<file path="src/rtl/count_sequencer_if.sv">
// Control bundle between the button/timer front end and the counter-chain sequencer.
// The sequencer sits on the slave side; the stimulus source sits on the master side.
interface count_sequencer_if #(
    parameter int unsigned TIMER_W = 8
) ();
    logic               ce_1ms;
    logic               btn_clr;
    logic               btn_load;
    logic               btn_step;
    logic               run;
    logic               up_in;
    logic [TIMER_W-1:0] period;
    logic               cnt_ce;
    logic               cnt_clr;
    logic               cnt_l;
    logic               cnt_up;
    logic               busy;
    logic               overrun;
    logic [15:0]        step_cnt;

    modport master (
        output ce_1ms, btn_clr, btn_load, btn_step, run, up_in, period,
        input  cnt_ce, cnt_clr, cnt_l, cnt_up, busy, overrun, step_cnt
    );

    modport slave (
        input  ce_1ms, btn_clr, btn_load, btn_step, run, up_in, period,
        output cnt_ce, cnt_clr, cnt_l, cnt_up, busy, overrun, step_cnt
    );
endinterface

</file>
<file path="src/rtl/count_sequencer.sv">
// Command sequencer for the cascaded counter chain: turns button edges and auto-step
// timer ticks into one-cycle clear/load/count strobes, spaced by a guard interval.
module count_sequencer #(
    parameter int unsigned GUARD_CYC = 2,
    parameter int unsigned TIMER_W   = 8
) (
    input  logic             i_clk,
    input  logic             i_rst_n,
    count_sequencer_if.slave bus
);

    typedef enum logic [1:0] {
        StIdle,
        StIssue,
        StGuard
    } state_e;

    // One-hot request selection: [0] clear, [1] load, [2] step
    localparam logic [2:0] SelClr  = 3'b001;
    localparam logic [2:0] SelLoad = 3'b010;
    localparam logic [2:0] SelStep = 3'b100;

    state_e             r_state;
    state_e             w_state_nxt;
    logic [2:0]         r_sel;
    logic [2:0]         w_sel_nxt;
    logic [3:0]         r_guard;
    logic [3:0]         w_guard_nxt;
    logic               r_cnt_up;
    logic               w_cnt_up_nxt;

    logic               r_btn_clr_d1;
    logic               r_btn_load_d1;
    logic               r_btn_step_d1;
    logic               w_rise_clr;
    logic               w_rise_load;
    logic               w_rise_step;

    logic               r_p_clr;
    logic               r_p_load;
    logic               r_p_step;
    logic               w_p_clr_nxt;
    logic               w_p_load_nxt;
    logic               w_p_step_nxt;

    logic [TIMER_W-1:0] r_timer;
    logic [TIMER_W-1:0] w_timer_nxt;
    logic [TIMER_W-1:0] w_period_eff;
    logic [TIMER_W:0]   w_timer_inc;
    logic               r_overrun;
    logic               w_overrun_nxt;
    logic [15:0]        r_step_cnt;
    logic [15:0]        w_step_cnt_nxt;

    logic               w_svc_clr;
    logic               w_svc_load;
    logic               w_svc_step;

    assign w_rise_clr  = bus.btn_clr  & ~r_btn_clr_d1;
    assign w_rise_load = bus.btn_load & ~r_btn_load_d1;
    assign w_rise_step = bus.btn_step & ~r_btn_step_d1;

    // A period of 0 behaves as 1 ms
    assign w_period_eff = (bus.period == '0) ? TIMER_W'(1) : bus.period;
    assign w_timer_inc  = {1'b0, r_timer} + {{TIMER_W{1'b0}}, 1'b1};

    // Button history; resets high so a button held through reset is not an edge
    always_ff @(posedge i_clk or negedge i_rst_n) begin
        if (!i_rst_n) begin
            r_btn_clr_d1  <= 1'b1;
            r_btn_load_d1 <= 1'b1;
            r_btn_step_d1 <= 1'b1;
        end else begin
            r_btn_clr_d1  <= bus.btn_clr;
            r_btn_load_d1 <= bus.btn_load;
            r_btn_step_d1 <= bus.btn_step;
        end
    end

    // FSM state, selected request, guard counter and latched direction
    always_ff @(posedge i_clk or negedge i_rst_n) begin
        if (!i_rst_n) begin
            r_state  <= StIdle;
            r_sel    <= '0;
            r_guard  <= '0;
            r_cnt_up <= 1'b0;
        end else begin
            r_state  <= w_state_nxt;
            r_sel    <= w_sel_nxt;
            r_guard  <= w_guard_nxt;
            r_cnt_up <= w_cnt_up_nxt;
        end
    end

    // Next-state decode; strobes are high only in the ISSUE cycle
    always_comb begin
        w_state_nxt  = r_state;
        w_sel_nxt    = r_sel;
        w_guard_nxt  = r_guard;
        w_cnt_up_nxt = r_cnt_up;
        w_svc_clr    = 1'b0;
        w_svc_load   = 1'b0;
        w_svc_step   = 1'b0;
        unique case (r_state)
            StIdle: begin
                if (r_p_clr || r_p_load || r_p_step) begin
                    w_state_nxt  = StIssue;
                    w_cnt_up_nxt = bus.up_in;
                    if (r_p_clr) begin
                        w_sel_nxt = SelClr;
                    end else if (r_p_load) begin
                        w_sel_nxt = SelLoad;
                    end else begin
                        w_sel_nxt = SelStep;
                    end
                end
            end
            StIssue: begin
                w_svc_clr   = r_sel[0];
                w_svc_load  = r_sel[1];
                w_svc_step  = r_sel[2];
                w_guard_nxt = '0;
                w_state_nxt = (GUARD_CYC > 0) ? StGuard : StIdle;
            end
            StGuard: begin
                if (r_guard == 4'(GUARD_CYC - 1)) begin
                    w_state_nxt = StIdle;
                end else begin
                    w_guard_nxt = r_guard + 4'd1;
                end
            end
            default: w_state_nxt = StIdle;
        endcase
    end

    // Pending flags, auto timer, overrun and step counter
    always_comb begin
        w_p_clr_nxt    = r_p_clr;
        w_p_load_nxt   = r_p_load;
        w_p_step_nxt   = r_p_step;
        w_timer_nxt    = r_timer;
        w_overrun_nxt  = r_overrun;
        w_step_cnt_nxt = r_step_cnt;
        if (w_svc_clr) begin
            w_p_clr_nxt    = 1'b0;
            w_p_load_nxt   = 1'b0;
            w_p_step_nxt   = 1'b0;
            w_overrun_nxt  = 1'b0;
            w_step_cnt_nxt = '0;
            w_timer_nxt    = '0;
        end else begin
            if (w_svc_load) begin
                w_p_load_nxt = 1'b0;
            end
            if (w_svc_step) begin
                w_p_step_nxt   = 1'b0;
                w_step_cnt_nxt = r_step_cnt + 16'd1;
            end
            if (!bus.run) begin
                w_timer_nxt = '0;
            end else if (bus.ce_1ms) begin
                if (w_timer_inc >= {1'b0, w_period_eff}) begin
                    w_timer_nxt = '0;
                    // A step still waiting (and not leaving this cycle) absorbs the tick
                    if (r_p_step && !w_svc_step) begin
                        w_overrun_nxt = 1'b1;
                    end else begin
                        w_p_step_nxt = 1'b1;
                    end
                end else begin
                    w_timer_nxt = w_timer_inc[TIMER_W-1:0];
                end
            end
        end
        // Fresh edges win over a service of the same flag in this cycle
        if (w_rise_clr) begin
            w_p_clr_nxt = 1'b1;
        end
        if (w_rise_load) begin
            w_p_load_nxt = 1'b1;
        end
        if (w_rise_step) begin
            w_p_step_nxt = 1'b1;
        end
    end

    // Request flag and bookkeeping registers
    always_ff @(posedge i_clk or negedge i_rst_n) begin
        if (!i_rst_n) begin
            r_p_clr    <= 1'b0;
            r_p_load   <= 1'b0;
            r_p_step   <= 1'b0;
            r_timer    <= '0;
            r_overrun  <= 1'b0;
            r_step_cnt <= '0;
        end else begin
            r_p_clr    <= w_p_clr_nxt;
            r_p_load   <= w_p_load_nxt;
            r_p_step   <= w_p_step_nxt;
            r_timer    <= w_timer_nxt;
            r_overrun  <= w_overrun_nxt;
            r_step_cnt <= w_step_cnt_nxt;
        end
    end

    assign bus.cnt_clr  = w_svc_clr;
    assign bus.cnt_l    = w_svc_load;
    assign bus.cnt_ce   = w_svc_step;
    assign bus.cnt_up   = r_cnt_up;
    assign bus.busy     = (r_state != StIdle);
    assign bus.overrun  = r_overrun;
    assign bus.step_cnt = r_step_cnt;

endmodule

</file>
<file path="src/flat_wrapper.sv">
// flat-port wrapper written by rule: the top's interface ports become plain ports
module count_sequencer_flat 
#(
    parameter int unsigned GUARD_CYC = 2,
    parameter int unsigned TIMER_W   = 8
)
  (i_clk, i_rst_n, bus_ce_1ms, bus_btn_clr, bus_btn_load, bus_btn_step, bus_run, bus_up_in, bus_period, bus_cnt_ce, bus_cnt_clr, bus_cnt_l, bus_cnt_up, bus_busy, bus_overrun, bus_step_cnt);
  count_sequencer_if #(.TIMER_W(TIMER_W)) bus_i ();
  input  logic i_clk;
  input  logic i_rst_n;
  input wire logic [$bits(bus_i.ce_1ms)-1:0] bus_ce_1ms;
  input wire logic [$bits(bus_i.btn_clr)-1:0] bus_btn_clr;
  input wire logic [$bits(bus_i.btn_load)-1:0] bus_btn_load;
  input wire logic [$bits(bus_i.btn_step)-1:0] bus_btn_step;
  input wire logic [$bits(bus_i.run)-1:0] bus_run;
  input wire logic [$bits(bus_i.up_in)-1:0] bus_up_in;
  input wire logic [$bits(bus_i.period)-1:0] bus_period;
  output wire logic [$bits(bus_i.cnt_ce)-1:0] bus_cnt_ce;
  output wire logic [$bits(bus_i.cnt_clr)-1:0] bus_cnt_clr;
  output wire logic [$bits(bus_i.cnt_l)-1:0] bus_cnt_l;
  output wire logic [$bits(bus_i.cnt_up)-1:0] bus_cnt_up;
  output wire logic [$bits(bus_i.busy)-1:0] bus_busy;
  output wire logic [$bits(bus_i.overrun)-1:0] bus_overrun;
  output wire logic [$bits(bus_i.step_cnt)-1:0] bus_step_cnt;
  assign bus_i.ce_1ms = bus_ce_1ms;
  assign bus_i.btn_clr = bus_btn_clr;
  assign bus_i.btn_load = bus_btn_load;
  assign bus_i.btn_step = bus_btn_step;
  assign bus_i.run = bus_run;
  assign bus_i.up_in = bus_up_in;
  assign bus_i.period = bus_period;
  assign bus_cnt_ce = bus_i.cnt_ce;
  assign bus_cnt_clr = bus_i.cnt_clr;
  assign bus_cnt_l = bus_i.cnt_l;
  assign bus_cnt_up = bus_i.cnt_up;
  assign bus_busy = bus_i.busy;
  assign bus_overrun = bus_i.overrun;
  assign bus_step_cnt = bus_i.step_cnt;
  count_sequencer #(.GUARD_CYC(GUARD_CYC), .TIMER_W(TIMER_W)) u_core (.i_clk(i_clk), .i_rst_n(i_rst_n), .bus(bus_i));
endmodule
</file>
<file path="config.mk">
export PLATFORM = sky130hd
export DESIGN_NAME = count_sequencer_flat
export DESIGN_NICKNAME = d
export VERILOG_FILES = /design/src/rtl/count_sequencer_if.sv /design/src/rtl/count_sequencer.sv /design/src/flat_wrapper.sv
export SDC_FILE = /design/constraint.sdc
export NUM_CORES = 1
export LEC_CHECK = 0
export BUFFER_PORTS_ARGS = -buffer_cell sky130_fd_sc_hd__buf_2
export CELL_PAD_IN_SITES_DETAIL_PLACEMENT = 1
export CELL_PAD_IN_SITES_GLOBAL_PLACEMENT = 1
export CORE_ASPECT_RATIO = 0.9
export CORE_MARGIN = 2
export CORE_UTILIZATION = 30
export CTS_CLUSTER_DIAMETER = 30
export DETAILED_ROUTE_END_ITERATION = 6
export GPL_TIMING_DRIVEN = 0
export HOLD_SLACK_MARGIN = 0.02
export PLACE_DENSITY_LB_ADDON = 0.15
export RECOVER_POWER = 25
export SKIP_LAST_GASP = 1
export SLEW_MARGIN = 20
export SYNTH_ARGS = -nofsm -noshare
export SYNTH_HDL_FRONTEND = slang
export SYNTH_SLANG_ARGS = --single-unit
</file>
<file path="constraint.sdc">
create_clock -name i_clk -period 5.2 [get_ports i_clk]
set_clock_uncertainty 0.2 [all_clocks]
set_input_delay 0.78 -clock i_clk [delete_from_list [all_inputs] [get_ports i_clk]]
set_output_delay 0.78 -clock i_clk [all_outputs]
set_load 0.01 [all_outputs]
</file>
==> flow_summary_export.csv <==
group,metric,value,unit
global_route,grt_max_degree,42,
clock_network,cts_max_level,2,
timing,rsz0062_at_grt,"no",
timing,post-route-period-util,0.6391,
timing,max_slew_margin,-0.5206,
placement,routabilityCongestion,0.7315,
detailed_routing,vias_per_cell,4.963,
clock_network,path_clk_slew,0.08,ns
timing,fmax,300.9,MHz
die,die_area,8362,sq um
placement,io_buffers,36,
detailed_routing,ant_nets,0,
detailed_routing,vias,1886,
cells_and_area,nets,311,
setup_path,worst_setup_path_end_kind,"register",
die,die_y,86.95,um
die,initial_core_util,0.3070,
clock_network,cts_hold_buffers,0,
synth,synth_area_per_cell,9.556,sq um
synth,synthFlopType,"dfrtp_1",
pwr,switching_share,0.3681,
clock_network,cts-buffers-inserted,5,
die,io-pin-count,38,
placement,pre_cts_ws,1.854,ns
die,core,7470,sq um
setup_path,crit_fanout,10,
pwr,p_comb_frac,0.312,
die,rows,30,
synth,yosysUniqueCellTypes,46,
synth,syn_inst,240,
cells_and_area,syn_to_final_growth,16.48,%
synth,synthTopCellsByArea,"dfrtp_1, ha_1, nand4_1, xor2_1, dfstp_2",
clock_network,ctsResizeCount,0,
synth,yosysMostFrequentCell,"dfrtp_1",
global_route,grt_usage,0.1396,
synth,syn-cell-area,2293,sq um
synth,yosys-top-cells-count,"dfrtp_1, nor2_1, inv_1",
setup_path,crit_top_cell,"ha_1",
global_route,first_global_vias,1832,
detailed_routing,routed_wirelength,5.349,mm
timing,finalSetupTns,0,ns
cells_and_area,fin_cells,380,
status,status,"finished, violations left",
flow_run,cap_violations,1,
die,die_x,96.17,um
pwr,power_switching,0.3410,mW
clock_network,postCtsSetupRepairBufs,0,
timing,worst_slew_pin_slew,2.281,ns
synth,synth_edf_count,0,
detailed_routing,wl_per_cell,14.08,um
clock_network,insertion_delay,0.29,ns
setup_path,cp.arrival,3.33,ns
setup_path,path_class,"reg2reg",
cells_and_area,layout-drive-gt1-share,0.1901,
synth,async_flop_share,1.000,
setup_path,cp.required,5.21,ns
hold_path,worstHoldPathType,"reg2reg",
clock_network,cts_tree,"done",
pwr,power_leakage,1.291,nW
global_route,grt_overflow,0,
pwr,powerDensity,346.8,nW/um^2
setup_path,slowest_delay,0.45,ns
timing,period_minus_slack,3.324,ns
global_route,grt_first_pass_wirelength,9.045,mm
pwr,seqPwrFrac,0.469,
cells_and_area,antennaDiodeCount,0,
synth,synth-seq-cells,41,
clock_network,clk_path_buf_depth,2,
synth,synth_warnings,0,
setup_path,crit_path_start_kind,"register",
synth,syn-num-nets,268,
synth,synth.top_cell.area_share,0.4146,
clock_network,clock-sinks,41,
synth,yosysTopAreaCell,"dfrtp_1",
setup_path,path_delay_family,"simple AND/OR/NAND/NOR gates",
pwr,pwr-share-clk,0.220,
placement,dp.cells,372,
pwr,p_int,0.5854,mW
clock_network,ctsRootBufferMaster,"clkbuf_8",
timing,slew_violations,42,
timing,finalHoldViolations,0,
detailed_routing,drcViolationCount,0,
pwr,peakVddDrop,116.5,uV
placement,dp_hpwl,3.921,mm
synth,yosysSeqAreaShare,0.4490,
timing,worst_slack,1.877,ns
global_route,antenna_found_initial,0,
setup_path,path_buf_inv,1,
status,violations,"max-capacitance violations, max-slew violations",
setup_path,path_cells,"ha_1 > nand3_1 > or3_1 > xnor2_1 > ha_1 > and3_1 > a221oi_1 > o31a_2 > buf_4 > nand4_1 > a31oi_1",
timing,finalSetupViolCount,0,
detailed_routing,drt_iter0_drc,48,
setup_path,crit_slowest_cell,"dfrtp_1",
detailed_routing,first_pass_iters,4,
## worst paths after layout
check / from / end / slack [ns] / depth (start not counted)
max in group asynchronous: i_rst_n / u_core.r_timer[3] / 2.53 / 1
setup / recovery: u_core.r_timer[0] / u_core.r_timer[5] / 1.88 / 11
setup reg to reg: u_core.r_timer[0] / u_core.r_timer[5] / 1.88 / 11
hold / removal: u_core.r_sel[1] / u_core.r_sel[1] / 0.29 / 2
min in group asynchronous: i_rst_n / u_core.r_guard[2] / 0.96 / 1
hold reg to reg: u_core.r_sel[1] / u_core.r_sel[1] / 0.29 / 2
## metrics by stage
stage,hold slack (ns),total power [mW],area [sq um],utilization
after floorplan,0.2420,0.6272,2293,-
after CTS,0.2946,0.9439,2676,0.3583
final,0.2915,0.9265,2671,0.3576
after global placement,0.2644,0.7250,2594,0.3472
after detailed placement,0.2732,0.7321,2594,0.3472
after global routing,0.3177,1.006,2671,0.3576
## kinds of logic after synthesis
kind of cell | Yosys count | share of synthesized area
DFF | 41 | 0.4490
xor gates and xnor gates | 20 | 0.07638
muxes | 2 | 0.009819
AOI/OAI and AO/OA | 42 | 0.1162
buffers and inverters | 28 | 0.05510
adders and majority gates | 12 | 0.06546
and+or+nand+nor | 95 | 0.2280
## layout make-up
class                           instances  area [sq um]
Multi-Input combinational cell        171          1137
Clock buffer                            6         72.57
Fill cell                             890          4798
Timing Repair Buffer                   36         175.2
Inverter                               21         83.83
Clock inverter                          2         10.01
Sequential cell                        41          1030
Buffer                                  7         42.54
Tap cell                               96         120.1
## registers in the layout (all words and copies together) (netlist names), 2 cells and up
register	count
u_core.bus.step_cnt	16
u_core.r_guard	4
u_core.r_sel	3
u_core.r_state	2
u_core.r_timer	8
## cells in the final DEF (no fill, tap or decap), types with 3 or more instances in the layout
cell type / count
inv_1: 19
nor2_1: 21
dfrtp_1: 38
ha_1: 12
a31oi_1: 4
nand4_1: 18
clkbuf_1: 8
a21oi_1: 14
dfstp_2: 3
o211ai_1: 3
xnor2_1: 8
nand3_1: 10
o22ai_1: 3
and3_1: 4
buf_2: 33
nand2b_1: 11
xor2_1: 12
clkbuf_8: 5
nand2_1: 10
o21ai_0: 6
nor3_1: 5
## worst register-to-register path, cell delays in order (launching register included)
cell and delay, ns:
dfrtp_1 0.45, ha_1 0.26, nand3_1 0.21, or3_1 0.42, xnor2_1 0.16, ha_1 0.31
and3_1 0.19, a221oi_1 0.29, o31a_2 0.26, buf_4 0.20, nand4_1 0.11, a31oi_1 0.19
## power by group through the flow
stage | clock, mW | combinational [mW] | sequential, mW
6_report | 0.204 | 0.289 | 0.434
5_1_grt | 0.228 | 0.332 | 0.445
4_1_cts | 0.217 | 0.294 | 0.434
3_5_place_dp | 0 | 0.293 | 0.439
3_3_place_gp | 0 | 0.288 | 0.437
2_1_floorplan | 0 | 0.200 | 0.427
## layer usage
layer / global-route usage / wire length (um) / up-vias
met1: 0.2120 / 2868 / 924
met3: 0.03117 / 179 / 5
met5: 0 / 0 / -
met2: 0.1970 / 2250 / 26
li1: - / - / 931
met4: 0.03896 / 50 / 0
No activity file was read; power rests on OpenSTA's default activity.
